**src/rtl/iic_arbiter.sv**
```systemverilog
// iic_arbiter: two-port valid/ready arbiter that shares one iic_ctrl master.
// Port 0 is the boot-time register sequencer, port 1 a runtime client.
// A winner's command fields are latched and launched as a one-cycle
// wr_en/rd_en pulse. The fields stay stable until iic_ctrl's done_flag.
// The arbiter then returns done/read data to the owning port and forces
// a bus-free gap of GAP_CYCLES before the next accept.
// Optional feature macro: IIC_ARB_TIMEOUT_EN adds a BUSY watchdog that
// ends a hung transaction with a done + timeout_err pulse.

module iic_arbiter #(
   parameter int ADDR_W      = 16,
   parameter int FIXED_PRIO  = 0,
   parameter int GAP_CYCLES  = 4,
   parameter int TIMEOUT_CYC = 1000000
) (
   input  logic              clk,
   input  logic              rst,

   input  logic              req0_valid,
   input  logic              req0_rd,
   input  logic [6:0]        req0_dev_addr,
   input  logic [ADDR_W-1:0] req0_addr,
   input  logic              req0_addr_num,
   input  logic [7:0]        req0_wdata,
   output logic              req0_ready,
   output logic              req0_done,
   output logic [7:0]        req0_rdata,

   input  logic              req1_valid,
   input  logic              req1_rd,
   input  logic [6:0]        req1_dev_addr,
   input  logic [ADDR_W-1:0] req1_addr,
   input  logic              req1_addr_num,
   input  logic [7:0]        req1_wdata,
   output logic              req1_ready,
   output logic              req1_done,
   output logic [7:0]        req1_rdata,

   output logic              timeout_err,

   output logic              iic_wr_en,
   output logic              iic_rd_en,
   output logic [6:0]        iic_dev_addr,
   output logic [ADDR_W-1:0] iic_addr,
   output logic              iic_addr_num,
   output logic [7:0]        iic_data,
   input  logic              iic_done_flag,
   input  logic [7:0]        iic_rd_data
);

   // Reject parameter values the 8-bit gap counter or the watchdog cannot honour.
   if (GAP_CYCLES < 0 || GAP_CYCLES > 255) begin : g_bad_gap
      $error("iic_arbiter: GAP_CYCLES must be within 0..255");
   end
   if (TIMEOUT_CYC < 1) begin : g_bad_timeout
      $error("iic_arbiter: TIMEOUT_CYC must be at least 1");
   end

   localparam logic [7:0] GAP_LOAD = 8'(GAP_CYCLES);

   typedef enum logic [1:0] {
      ST_IDLE  = 2'd0,
      ST_ISSUE = 2'd1,
      ST_BUSY  = 2'd2,
      ST_GAP   = 2'd3
   } state_t;

   state_t            state_q, state_d;
   logic              owner_q, owner_d;
   logic              last_grant_q, last_grant_d;
   logic              rd_q, rd_d;
   logic [6:0]        dev_q, dev_d;
   logic [ADDR_W-1:0] addr_q, addr_d;
   logic              addr_num_q, addr_num_d;
   logic [7:0]        data_q, data_d;
   logic [7:0]        gap_q, gap_d;
   logic              done0_q, done0_d;
   logic              done1_q, done1_d;
   logic [7:0]        rdata0_q, rdata0_d;
   logic [7:0]        rdata1_q, rdata1_d;

   logic              grant0;
   logic              grant1;
   logic              accept;
   logic              finish;

`ifdef IIC_ARB_TIMEOUT_EN
   localparam int TCNT_W = ($clog2(TIMEOUT_CYC) > 20) ? $clog2(TIMEOUT_CYC) : 20;
   localparam logic [TCNT_W-1:0] TCNT_LAST = TCNT_W'(TIMEOUT_CYC - 1);

   logic [TCNT_W-1:0] tcnt_q, tcnt_d;
   logic              tout_q, tout_d;
   logic              expired;
`endif

   // Pick a winner in IDLE; ready is also held low while reset is asserted so
   // that every output is quiet during reset even if a requester is valid.
   always_comb begin
      grant0 = 1'b0;
      grant1 = 1'b0;
      if (state_q == ST_IDLE && !rst) begin
         if (req0_valid && req1_valid) begin
            if (FIXED_PRIO != 0) begin
               grant0 = 1'b1;
            end else if (last_grant_q) begin
               grant0 = 1'b1;
            end else begin
               grant1 = 1'b1;
            end
         end else if (req0_valid) begin
            grant0 = 1'b1;
         end else if (req1_valid) begin
            grant1 = 1'b1;
         end
      end
   end

   assign accept = grant0 || grant1;

`ifdef IIC_ARB_TIMEOUT_EN
   assign expired = (state_q == ST_BUSY) && !iic_done_flag && (tcnt_q == TCNT_LAST);
   assign finish  = ((state_q == ST_BUSY) && iic_done_flag) || expired;
`else
   assign finish  = (state_q == ST_BUSY) && iic_done_flag;
`endif

   // Transaction sequencing: accept, launch, wait for completion, enforce bus-free gap.
   always_comb begin
      state_d = state_q;
      gap_d   = gap_q;
      case (state_q)
         ST_IDLE: begin
            if (accept) begin
               state_d = ST_ISSUE;
            end
         end
         ST_ISSUE: begin
            state_d = ST_BUSY;
         end
         ST_BUSY: begin
            if (finish) begin
               gap_d   = GAP_LOAD;
               state_d = ST_GAP;
            end
         end
         ST_GAP: begin
            if (gap_q == 8'd0) begin
               state_d = ST_IDLE;
            end else begin
               gap_d = gap_q - 8'd1;
            end
         end
         default: begin
            state_d = ST_IDLE;
         end
      endcase
   end

   // Latch the winner's command fields at accept; they stay frozen until the next accept.
   always_comb begin
      owner_d    = owner_q;
      rd_d       = rd_q;
      dev_d      = dev_q;
      addr_d     = addr_q;
      addr_num_d = addr_num_q;
      data_d     = data_q;
      if (grant1) begin
         owner_d    = 1'b1;
         rd_d       = req1_rd;
         dev_d      = req1_dev_addr;
         addr_d     = req1_addr;
         addr_num_d = req1_addr_num;
         data_d     = req1_wdata;
      end else if (grant0) begin
         owner_d    = 1'b0;
         rd_d       = req0_rd;
         dev_d      = req0_dev_addr;
         addr_d     = req0_addr;
         addr_num_d = req0_addr_num;
         data_d     = req0_wdata;
      end
   end

   // Route completion, read data and grant history back to the owning port.
   always_comb begin
      done0_d      = 1'b0;
      done1_d      = 1'b0;
      rdata0_d     = rdata0_q;
      rdata1_d     = rdata1_q;
      last_grant_d = last_grant_q;
      if (finish) begin
         done0_d      = !owner_q;
         done1_d      = owner_q;
         last_grant_d = owner_q;
      end
      if (state_q == ST_BUSY && iic_done_flag && rd_q) begin
         if (owner_q) begin
            rdata1_d = iic_rd_data;
         end else begin
            rdata0_d = iic_rd_data;
         end
      end
   end

`ifdef IIC_ARB_TIMEOUT_EN
   // Watchdog counts BUSY cycles from zero for every launched transaction.
   always_comb begin
      tcnt_d = tcnt_q;
      tout_d = expired;
      if (state_q == ST_ISSUE) begin
         tcnt_d = '0;
      end else if (state_q == ST_BUSY && !finish) begin
         tcnt_d = tcnt_q + 1'b1;
      end
   end

   // Watchdog registers; reset clears any partial count.
   always_ff @(posedge clk or posedge rst) begin
      if (rst) begin
         tcnt_q <= '0;
         tout_q <= 1'b0;
      end else begin
         tcnt_q <= tcnt_d;
         tout_q <= tout_d;
      end
   end

   assign timeout_err = tout_q;
`else
   assign timeout_err = 1'b0;
`endif

   // State and datapath registers; reset aborts any transaction without a done pulse.
   always_ff @(posedge clk or posedge rst) begin
      if (rst) begin
         state_q      <= ST_IDLE;
         owner_q      <= 1'b0;
         last_grant_q <= 1'b1;
         rd_q         <= 1'b0;
         dev_q        <= '0;
         addr_q       <= '0;
         addr_num_q   <= 1'b0;
         data_q       <= '0;
         gap_q        <= '0;
         done0_q      <= 1'b0;
         done1_q      <= 1'b0;
         rdata0_q     <= '0;
         rdata1_q     <= '0;
      end else begin
         state_q      <= state_d;
         owner_q      <= owner_d;
         last_grant_q <= last_grant_d;
         rd_q         <= rd_d;
         dev_q        <= dev_d;
         addr_q       <= addr_d;
         addr_num_q   <= addr_num_d;
         data_q       <= data_d;
         gap_q        <= gap_d;
         done0_q      <= done0_d;
         done1_q      <= done1_d;
         rdata0_q     <= rdata0_d;
         rdata1_q     <= rdata1_d;
      end
   end

   assign req0_ready   = grant0;
   assign req1_ready   = grant1;
   assign req0_done    = done0_q;
   assign req1_done    = done1_q;
   assign req0_rdata   = rdata0_q;
   assign req1_rdata   = rdata1_q;

   assign iic_wr_en    = (state_q == ST_ISSUE) && !rd_q;
   assign iic_rd_en    = (state_q == ST_ISSUE) && rd_q;
   assign iic_dev_addr = dev_q;
   assign iic_addr     = addr_q;
   assign iic_addr_num = addr_num_q;
   assign iic_data     = data_q;

endmodule

```
**config.mk**
```make
export PLATFORM = sky130hd
export DESIGN_NAME = iic_arbiter
export DESIGN_NICKNAME = d
export VERILOG_FILES = /design/src/rtl/iic_arbiter.sv
export SDC_FILE = /design/constraint.sdc
export NUM_CORES = 1
export LEC_CHECK = 0
export BUFFER_PORTS_ARGS = -buffer_cell sky130_fd_sc_hd__buf_2
export CORE_UTILIZATION = 29
export DETAILED_ROUTE_END_ITERATION = 8
export HOLD_SLACK_MARGIN = 0.08
export MAX_ROUTING_LAYER = met4
export PLACE_DENSITY = 0.51
export REMOVE_ABC_BUFFERS = 1
export SYNTH_ARGS = -nofsm -noshare
export SYNTH_HDL_FRONTEND = slang
export SYNTH_SLANG_ARGS = --single-unit
```
**constraint.sdc**
```tcl
create_clock -name clk -period 3.8 [get_ports clk]
set_input_delay 0.19 -clock clk [delete_from_list [all_inputs] [get_ports clk]]
set_output_delay 0.19 -clock clk [all_outputs]
set_load 0.03 [all_outputs]
```
==> results of run 1 <==
## worst max-delay path by stage
stage                      endpoint  depth (start not counted)
finish                  iic_addr[5]                          8
global route        iic_dev_addr[5]                          8
CTS                 iic_dev_addr[5]                          8
detailed placement       req1_ready                          5
global placement         req1_ready                          5
floorplan               iic_addr[0]                          6
## timing repair
| item | in CTS | in global routing |
|---|---|---|
| hold buffers | 38 | 1 |
| hold endpoints to repair | 56 | 1 |
| endpoints found under the setup margin | 0 | 0 |
## where the power goes
group          total [W]  switching [W]  internal [W]
Clock           0.000637       0.000255      0.000382
Combinational    0.00150       0.000978      0.000521
Sequential       0.00115       0.000181      0.000972
Total            0.00329        0.00141       0.00188
## cell type report
| cell class | instances | area [sq um] | share of cell area, % |
|---|---|---|---|
| clock buffer | 11 | 141.4 | 3.412 |
| clock inverter | 4 | 70.07 | 1.691 |
| inverter | 7 | 26.28 | 0.6341 |
| multi-input combinational | 177 | 1101 | 26.57 |
| sequential | 63 | 1578 | 38.07 |
| tap | 111 | 138.9 | 3.351 |
| timing repair buffer | 176 | 1089 | 26.27 |
## routing by layer
layer  track usage [%]  share of wire (%)
met5                 -                  0
met1             19.93                 44
met2             28.47                 49
met3             4.146                5.9
met4             5.769               0.85
## layout by cell type (no fill, tap or decap)
cell type | synthesis | layout
clkbuf_8 | 0 | 10
bufinv_16 | 0 | 2
nand2_1 | 74 | 74
clkinv_2 | 0 | 2
nor4_1 | 1 | 1
and3_1 | 2 | 2
o21ai_0 | 3 | 3
or4_4 | 1 | 1
or4bb_1 | 1 | 1
o41ai_2 | 1 | 1
buf_2 | 0 | 132
a21o_1 | 1 | 1
dlygate4sd3_1 | 0 | 39
mux2i_1 | 1 | 1
nor2_1 | 4 | 4
dfrtp_1 | 62 | 62
a21oi_1 | 8 | 8
clkbuf_1 | 11 | 1
nand2b_1 | 2 | 2
o21ai_2 | 0 | 1
dfstp_2 | 1 | 1
buf_4 | 1 | 5
nor2b_1 | 3 | 3
inv_2 | 0 | 1
ha_1 | 6 | 6
inv_1 | 7 | 6
mux2_2 | 17 | 17
o21ai_1 | 2 | 1
or2_2 | 1 | 1
conb_1 | 1 | 1
or4_1 | 2 | 2
o31ai_1 | 3 | 3
or3_1 | 4 | 4
o211ai_1 | 1 | 1
a22oi_1 | 33 | 33
xor2_1 | 1 | 1
o21bai_1 | 2 | 2
and2_1 | 1 | 1
a31o_2 | 1 | 1
## registers in the layout, summed over array words and instances, names as in the netlist
name,flops
owner_q,1
state_q,2
iic_addr,16
req0_done,1
iic_dev_addr,7
req1_done,1
iic_addr_num,1
gap_q,8
rd_q,1
iic_data,8
last_grant_q,1
req1_rdata,8
req0_rdata,8
## stage by stage
step / hold WS (ps) / instance area [sq um]
3_3_place_gp: 351.7 / 3542
5_1_grt: 85.24 / 4144
3_5_place_dp: 346.6 / 3542
4_1_cts: 80.30 / 4134
2_1_floorplan: 318.1 / 2701
6_report: 95.80 / 4144
## cells by family after synthesis
kind of cell / Yosys count
simple gates: 96
flops: 63
compound gates: 55
buf+inv: 19
mux: 18
fa+ha+maj: 6
other cells: 1
xor+xnor: 1
## worst register-to-register path, stage by stage, from the launching register on
cell           delay [ps]
dfrtp_1               400
inv_1                 110
ha_1                  190
nor2b_1               240
and3_1                750
buf_4                 300
a22oi_1                80
dlygate4sd3_1         580
nand2_1                60
==> out/metrics.cfg, run 1 <==
[yosys]
synth_top_cells_by_area=dfrtp_1, nand2_1, a22oi_1, mux2_2, ha_1
ys_seq_elements=63
synth_top_area_share_pct=56.41
synth_xor_area_share_pct=0.3185
yosys.cell_types.count=32
synth_common_cells=nand2_1, dfrtp_1, a22oi_1, mux2_2, clkbuf_1
ys_seq_area_share_pct=57.37
synth.avg_cell_area_sq_um=10.62
synth_edf_count=0
yosysWarnings=0
synth_top_family_by_area=simple AND/OR/NAND/NOR gates
ys.flop_type=dfrtp_1
yosysMostFrequentCell=nand2_1
synthArstFlopShare_pct=100.0
synth_compound_area_share_pct=14.19
synth_cells=259
synthMuxAreaShare_pct=7.325
yosysTopAreaCell=dfrtp_1
syn_area_sq_um=2750
synthAdderAreaFrac_pct=2.730
yosys.area_share.simple_pct=15.20

[global_route]
antenna_found_initial=0
grt_max_degree=36
grt_remaining_overflow=0
grtUsageTotal_pct=16.96
grt_pass1_vias=2723
grt_pass1_wl_mm=12.70

[critical_path]
r2r_start=state_q[1]
r2r_slack_ps=1030
cp.required_ps=4070
cpPeakStageDelay_ps=750
critPathTopFamily=simple AND/OR/NAND/NOR gates
cp.arrival_ps=3040
reg2reg_depth=8
crit_path_start_kind=flop
end_kind=flop
crit_chain=inv_1 -> ha_1 -> nor2b_1 -> and3_1 -> buf_4 -> a22oi_1 -> dlygate4sd3_1 -> nand2_1
r2r-end=iic_addr[5]
crit_path_max_fanout=21
cp-startpoint=state_q[1]
cp.buffers_inverters=3
crit_path_top_delay_cell=and3_1
worstSetupPathType=reg2reg

[clock_network]
clk_latency_ps=330
cts_tree=yes
cts_setup_buffers=0
numCtsBuffers=9
cts-htree-levels=3
cts_resized=0
cts_buffer_depth=2
cts_root_buf=clkbuf_8
clk_pin_slew_ps=70
cts.sink_count=63

[die]
die_w_um=99.38
start_util_pct=29.90
dieArea_sq_um=9876
die_h_um=99.38
io_pins=134
rows=35
coreArea_sq_um=9196

[detailed_routing]
antenna_violating_nets_post_route=0
route.detailed.drc=0
wl_per_cell_um=14.00
first_pass_iters=4
viasPerCell=4.729
vias=2596
first_iter_violations=89
drt-total-wl_mm=7.687

[sta]
worst_pin_slew_ps=836.0
slew_headroom_pct=44.27
final_hold_viol_count=0
finalWorstSetupSlack_ps=1032
drv_slew=0
clock_skew_ps=8.793
finalSetupViolations=0
period_needed_ps=2768
fin_setup_tns_ps=0
fmax_mhz=361.3
rsz0062_at_grt=false
fin_crit_sh_pct=72.84

[final_layout]
drive_gt1_share_pct=39.95
fillCellCount=871
synthToLayoutAreaGrowth_pct=50.68
antenna_cells=0
final_core_util_pct=45.06
fin_cells=549
num-nets-final=519

[min_path]
hold_depth=3
hp-class=in2reg
hold_end=iic_addr[11]
worst_hold_startpoint=req1_addr[11]

[place]
hpwl_mm=5.270
gp_congestion=0.7724
dpl_worst_slack_ps=1641
dpl.cell_count=495
portBuffers=132

[run]
max-cap-violations=0

[pwr]
peakVddDrop_mv=0.3082
p_leak_nw=2.185
powerDensity_nw_per_um2=793.8
p_total_w=0.003289

[status]
status=finished, final reports clean

No activity file was read; power rests on OpenSTA's default activity.
==> run 2, diff against run 1 <==
--- a/config.mk
+++ b/config.mk
@@ -5,12 +5,13 @@
 export SDC_FILE = /design/constraint.sdc
 export NUM_CORES = 1
 export LEC_CHECK = 0
+export ABC_AREA = 1
 export BUFFER_PORTS_ARGS = -buffer_cell sky130_fd_sc_hd__buf_2
 export CORE_UTILIZATION = 29
 export DETAILED_ROUTE_END_ITERATION = 8
 export HOLD_SLACK_MARGIN = 0.08
 export MAX_ROUTING_LAYER = met4
-export PLACE_DENSITY = 0.51
+export PLACE_DENSITY = 0.52
 export REMOVE_ABC_BUFFERS = 1
 export SYNTH_ARGS = -nofsm -noshare
 export SYNTH_HDL_FRONTEND = slang
==> constraint.sdc (replaced) <==
create_clock -name clk -period 2.3 [get_ports clk]
set_input_delay 0.115 -clock clk [delete_from_list [all_inputs] [get_ports clk]]
set_output_delay 0.115 -clock clk [all_outputs]
set_load 0.03 [all_outputs]
==> run 2 against run 1 <==
  * Via count is 15% higher
  * Die area rose by 5.0%
  * Routed wire length is 13% higher
  * Setup slack lost 870 ps
  * Non-clock buffer count is 36 higher
  * Critical path depth grew 2
  * Power up 73%
  * First-iteration DRC count is 10% higher
  * Largest power group unchanged
==> out/metrics.cfg, run 2 <==
[detailed_routing]
first_iter_violations=98  ; +10%
first_pass_iters=4  ; unchanged
antenna_violating_nets_post_route=0  ; unchanged
vias=2987  ; +15%
route.detailed.drc=0  ; unchanged
viasPerCell=4.432  ; -6.3%
drt-total-wl_mm=8.709  ; +13%
wl_per_cell_um=12.92  ; -7.7%

[final_layout]
largest_register_ff_count=16  ; unchanged
synthToLayoutAreaGrowth_pct=59.02
multi_input_area_sq_um=1100  ; -0.11%
num-nets-final=621  ; +20%
mostFrequentLayoutCells=buf_2, nand2_1, dlygate4sd3_1
drive_gt1_share_pct=30.31  ; -9.6 points
antenna_cells=0  ; unchanged
area.sequential_sq_um=1578  ; unchanged
layout_commonest_cell=buf_2
fillCellCount=964  ; +11%

[sta]
hold_slack_ps=27.67  ; -68.12 ps
drv_slew=0  ; unchanged
rsz0062_at_grt=false
worst_pin_slew_ps=820.0  ; -15.98 ps
period_needed_ps=2138  ; -630.1 ps
fin_crit_sh_pct=92.95  ; +20 points
fmax_mhz=467.7  ; +29%
finalSetupViolations=0  ; unchanged
slew_headroom_pct=45.33  ; +1.1 points
clock_skew_ps=10.34  ; +1.550 ps
final_hold_viol_count=0  ; unchanged
finalWorstSetupSlack_ps=162.0  ; -869.9 ps

[critical_path]
crit_path_start_kind=flop
critPathCapture=iic_data[7]
cp.arrival_ps=2360  ; -680 ps
crit_path_max_fanout=8  ; -62%
cp-startpoint=state_q[0]
cp.required_ps=2520  ; -1550 ps
r2r_slack_ps=160  ; -870 ps
end_kind=flop
reg2reg_depth=10  ; +2
r2r_start=state_q[0]
r2r-end=iic_data[7]
worstSetupPathType=reg2reg

[pwr]
p_clk_share_pct=15.0  ; -4.4 points
intPower_w=0.002972  ; +58%
swShare_pct=47.85  ; +4.9 points
comb_power_share_pct=51.0  ; +5.4 points
p_leak_nw=2.461  ; +13%
peakVddDrop_mv=0.3874  ; +26%
p_sw_w=0.002727  ; +93%
seqPwrFrac_pct=33.9  ; -1.2 points
powerDensity_nw_per_um2=1239  ; +56%

[die]
die_h_um=101.9  ; +2.5%
coreArea_sq_um=9729  ; +5.8%
rows=36  ; +2.9%
die_w_um=101.9  ; +2.5%
io_pins=134  ; unchanged
dieArea_sq_um=10370  ; +5.0%
start_util_pct=29.72  ; -0.19 points

[clock_network]
numCtsBuffers=9  ; unchanged
cts_root_buf=clkbuf_8
cts_buffer_depth=2  ; unchanged
clk_latency_ps=350  ; +20 ps
cts-htree-levels=3  ; unchanged
cts_tree=yes
clk_pin_slew_ps=80  ; about the same
cts.sink_count=63  ; unchanged

[yosys]
yosys.cell_types.count=24  ; -25%
ys.flop_type=dfrtp_1
synth_top_cells_by_area=dfrtp_1, nand2_1, a22oi_1, o21ai_0, inv_1
synth_common_cells=nand2_1, dfrtp_1, a22oi_1, inv_1, o21ai_0
synth_cells=327  ; +26%
synthArstFlopShare_pct=100.0  ; unchanged
ys_seq_area_share_pct=54.57  ; -2.8 points
synth_top_area_share_pct=53.66  ; -2.8 points
syn_area_sq_um=2892  ; +5.1%
synth.avg_cell_area_sq_um=8.843  ; -17%
yosysTopAreaCell=dfrtp_1
yosysWarnings=0  ; unchanged
synth_edf_count=0  ; unchanged
yosysMostFrequentCell=nand2_1
ys_seq_elements=63  ; unchanged

[place]
gp_congestion=0.7893  ; +2.2%
portBuffers=132  ; unchanged
hpwl_mm=5.309  ; +0.75%
dpl_worst_slack_ps=471.5  ; -1169 ps

[status]
status=finished, final reports clean

[min_path]
hp-class=in2async

[run]
max-cap-violations=0  ; unchanged

[global_route]
grt_max_degree=64  ; +78%
grt_remaining_overflow=0  ; unchanged
grtUsageTotal_pct=17.28  ; +0.31 points
antenna_found_initial=0  ; unchanged
grt_pass1_wl_mm=13.43  ; +5.8%
grt_pass1_vias=2918  ; +7.2%

==> run 2: changes by cell type after synthesis, moves of 6 or more <==
| cell | before | now |
|---|---|---|
| buf_2 | 0 | 6 |
| nand3_1 | 0 | 12 |
| nand2_1 | 74 | 117 |
| o21ai_0 | 3 | 21 |
| mux2_2 | 17 | 0 |
| nor2_1 | 4 | 12 |
| inv_1 | 7 | 27 |
| a21oi_1 | 8 | 1 |
| clkbuf_1 | 11 | 0 |
==> run 2: final cells by class <==
| type | count | share of cell area, % |
|---|---|---|
| clock inverters | 7 | 1.088 |
| clock buffers | 9 | 2.694 |
| multi-input cells | 220 | 23.92 |
| flip-flops and latches | 63 | 34.31 |
| well taps | 133 | 3.619 |
| inverters | 30 | 2.857 |
| repair buffers | 212 | 31.51 |
==> run 2: timing repair <==
action                     CTS  global route
setup endpoints to repair    0             4
resized for setup            0             8
hold buffers                75             0
hold endpoints to repair    50             0
buffers inserted             0             1
==> run 2: per-layer routing <==
layer	track usage (%)	part of all wire (%)
met5	-	0
met4	10.55	4.2
met3	4.378	5.1
met2	26.46	48
met1	20.45	43
==> run 2: kinds of logic after synthesis <==
group                    share of synthesized area [%]
buffers and inverters                            7.400
AO/OA/AOI/OAI                                    13.98
other                                           0.1297
AND/OR/NAND/NOR                                  21.03
XOR/XNOR                                        0.3030
flip-flops                                       54.57
adder cells (fa/ha/maj)                          2.596
==> run 2: how the worst min path moves through the flow <==
| stage | start | depth (start not counted) | end |
|---|---|---|---|
| floorplan | req1_rd | 2 | rd_q |
| detailed placement | req1_wdata[0] | 3 | iic_data[0] |
| global placement | req1_rd | 3 | rd_q |
| global route | rst | 3 | iic_data[7] |
| finish | rst | 3 | state_q[1] |
| CTS | rst | 3 | state_q[1] |
==> run 2: stage by stage <==
step                      total power, W  TNS, ps  cells  utilization, %  cell area (sq um)
after detailed placement        0.004714        0    582           37.49               3647
after floorplan                 0.003870   -14250    313               -               2790
after CTS                       0.005718        0    673           46.99               4572
after global placement          0.004671        0    582           37.49               3647
after global routing            0.006160        0    674           47.26               4598
final                           0.005699        0    674           47.26               4598
==> run 2: critical path: stages (launching register included) <==
cell and delay, ps:
dfrtp_1 400, inv_1 80, ha_1 230, inv_1 90, nor2_2 40, nand2_1 140, clkinv_4 60, buf_4 160
a22oi_1 150, nand2_1 80, dlygate4sd3_1 590
==> run 2: power by group through the flow <==
stage	Combinational, W	Clock (W)	Sequential, W
floorplan	0.00114	0	0.00273
global placement	0.00273	0	0.00194
detailed placement	0.00277	0	0.00195
CTS	0.00291	0.000879	0.00193
global route	0.00322	0.000928	0.00201
finish	0.00291	0.000856	0.00193
==> run 3, diff against run 2 <==
--- a/config.mk
+++ b/config.mk
@@ -8,6 +8,7 @@
 export ABC_AREA = 1
 export BUFFER_PORTS_ARGS = -buffer_cell sky130_fd_sc_hd__buf_2
 export CORE_UTILIZATION = 29
+export CTS_BUF_LIST = sky130_fd_sc_hd__clkbuf_16
 export DETAILED_ROUTE_END_ITERATION = 8
 export HOLD_SLACK_MARGIN = 0.08
 export MAX_ROUTING_LAYER = met4
==> run 3 against run 2 <==
  * Combinational power is 3% higher
  * First-iteration DRC count is 17% higher
  * Cell count is 0.15% lower
  * Clock-buffer cell count stayed put
  * Routed wire length is 1.6% lower
  * Largest power group unchanged
  * Utilization is 0.85 points higher
  * Critical endpoint unchanged
  * Sequential share of layout area is 0.61 points lower
  * Largest cell class unchanged
  * Die area stayed put
  * Power is 8.1% higher
  * Register-to-register slack worse by 20 ps
  * Sequential power hardly changed
  * Highest routed layer unchanged
==> out/metrics.cfg, run 3 (synthesis gave the netlist of run 2 again) <==
[status]
status=finished, final reports clean

[pwr]
p_leak_nw=2.499  ; +1.6%
peakVddDrop_mv=0.4911  ; +27%
powerDensity_nw_per_um2=1316  ; +6.2%

[clock_network]
clk_pin_slew_ps=60  ; -20 ps
cts_buffer_depth=2  ; unchanged
cts_tree=yes
cts_root_buf=clkbuf_16
numCtsBuffers=9  ; unchanged
cts.sink_count=63  ; unchanged
cts-htree-levels=3  ; unchanged
clk_latency_ps=320  ; -30 ps

[detailed_routing]
wl_per_cell_um=12.73  ; -1.5%
first_pass_iters=4  ; unchanged
antenna_violating_nets_post_route=0  ; unchanged
vias=2988  ; +0.033%
viasPerCell=4.440  ; +0.18%
route.detailed.drc=0  ; unchanged
drt-total-wl_mm=8.566  ; -1.6%
first_iter_violations=115  ; +17%

[final_layout]
fin_cells=673  ; -0.15%
mostFrequentLayoutCells=buf_2, nand2_1, dlygate4sd3_1
drive_gt1_share_pct=30.74  ; +0.43 points
design_area_sq_um=4681  ; +1.8%
antenna_cells=0  ; unchanged
num-nets-final=620  ; -0.16%
layout_commonest_cell=buf_2
fillCellCount=954  ; -1.0%
synthToLayoutAreaGrowth_pct=61.88
largest_register_ff_count=16  ; unchanged

[place]
hpwl_mm=5.309  ; unchanged
dpl.cell_count=582  ; unchanged
post_dp_cell_area_sq_um=3647  ; unchanged
gp_congestion=0.7893  ; unchanged
portBuffers=132  ; unchanged
dpl_worst_slack_ps=471.5  ; unchanged

[die]
die_h_um=101.9  ; unchanged
die_w_um=101.9  ; unchanged
start_util_pct=29.72  ; unchanged
io_pins=134  ; unchanged
rows=36  ; unchanged
dieArea_sq_um=10370  ; unchanged
coreArea_sq_um=9729  ; unchanged

[sta]
drv_slew=0  ; unchanged
fin_setup_tns_ps=0  ; unchanged
period_needed_ps=2161  ; +22.64 ps
worst_pin_slew_ps=808.7  ; -11.33 ps
slew_headroom_pct=46.09  ; +0.76 points
hold_slack_ps=61.81  ; +34.14 ps
clock_skew_ps=6.013  ; -4.330 ps
finalSetupViolations=0  ; unchanged
fin_crit_sh_pct=93.94  ; +0.98 points
rsz0062_at_grt=false
final_hold_viol_count=0  ; unchanged
finalWorstSetupSlack_ps=139.4  ; -22.64 ps
fmax_mhz=462.8  ; -1.0%

[global_route]
grtUsageTotal_pct=16.76  ; -0.52 points
grt_max_degree=64  ; unchanged
grt_pass1_wl_mm=13.20  ; -1.7%
grt_pass1_vias=2823  ; -3.3%
grt_remaining_overflow=0  ; unchanged
antenna_found_initial=0  ; unchanged

[critical_path]
cp.arrival_ps=2360  ; about the same
worstSetupPathType=reg2reg
cp.required_ps=2500  ; -20 ps
crit_path_max_fanout=18  ; +10
crit_path_start_kind=flop
r2r_slack_ps=140  ; -20 ps
end_kind=flop

[min_path]
hp-class=in2async

[run]
max-cap-violations=0  ; unchanged

-- run 3: cell type report --
type	count	area [sq um]	share of cell area, %
clock buffers	9	225.2	4.812
clock inverters	7	50.05	1.069
inverters	30	120.1	2.566
multi-input cells	220	1105	23.60
flip-flops and latches	63	1578	33.71
well taps	133	166.4	3.555
repair buffers	211	1436	30.69
-- run 3: path summary, 6_finish.rpt --
kind | startpoint | to | cells past startpoint
worst max-delay path | state_q[0] | iic_data[7] | 10
worst min-delay path | rst | state_q[1] | 3
worst max register to register | state_q[0] | iic_data[7] | 10
worst min register to register | iic_addr[1] | iic_addr[1] | 2
max in group asynchronous | rst | gap_q[7] | 3
min in group clk | iic_rd_data[1] | req1_rdata[1] | 3
-- run 3: what timing repair did --
item                                    4_1_cts  5_1_grt
hold buffers                                 73        0
endpoints found under the hold margin        45        0
gates resized for setup                       0        6
endpoints found under the setup margin        0       10
buffers inserted                              0        2
-- run 3: routing by layer --
layer  vias up  track usage [%]  part of all wire [%]
li1       1487                -                     -
met1      1390            20.91                    44
met2        88            26.51                    49
met3        23            2.804                   4.3
met4         0            8.022                   2.9
met5         -                -                     0
-- run 3: power by group --
group,internal (W),switching [W],leakage [nW]
logic,0.00103,0.00198,1.57
clock network,0.000727,0.000491,0.127
registers,0.00163,0.000299,0.798
total,0.00339,0.00277,2.50
-- run 3: stage by stage --
step / util (%) / power [W]
CTS: 47.83 / 0.006167
global route: 48.11 / 0.006633
global placement: 37.49 / 0.004671
finish: 48.11 / 0.006158
floorplan: - / 0.003870
detailed placement: 37.49 / 0.004714
-- run 3: worst max-delay path, stage by stage, from the launching register on --
cell           delay, ps
dfrtp_1              360
inv_1                 60
ha_1                 230
inv_1                 90
nor2_2                40
nand2_1              120
inv_4                110
buf_4                190
a22oi_2              150
nand2_1               90
dlygate4sd3_1        590
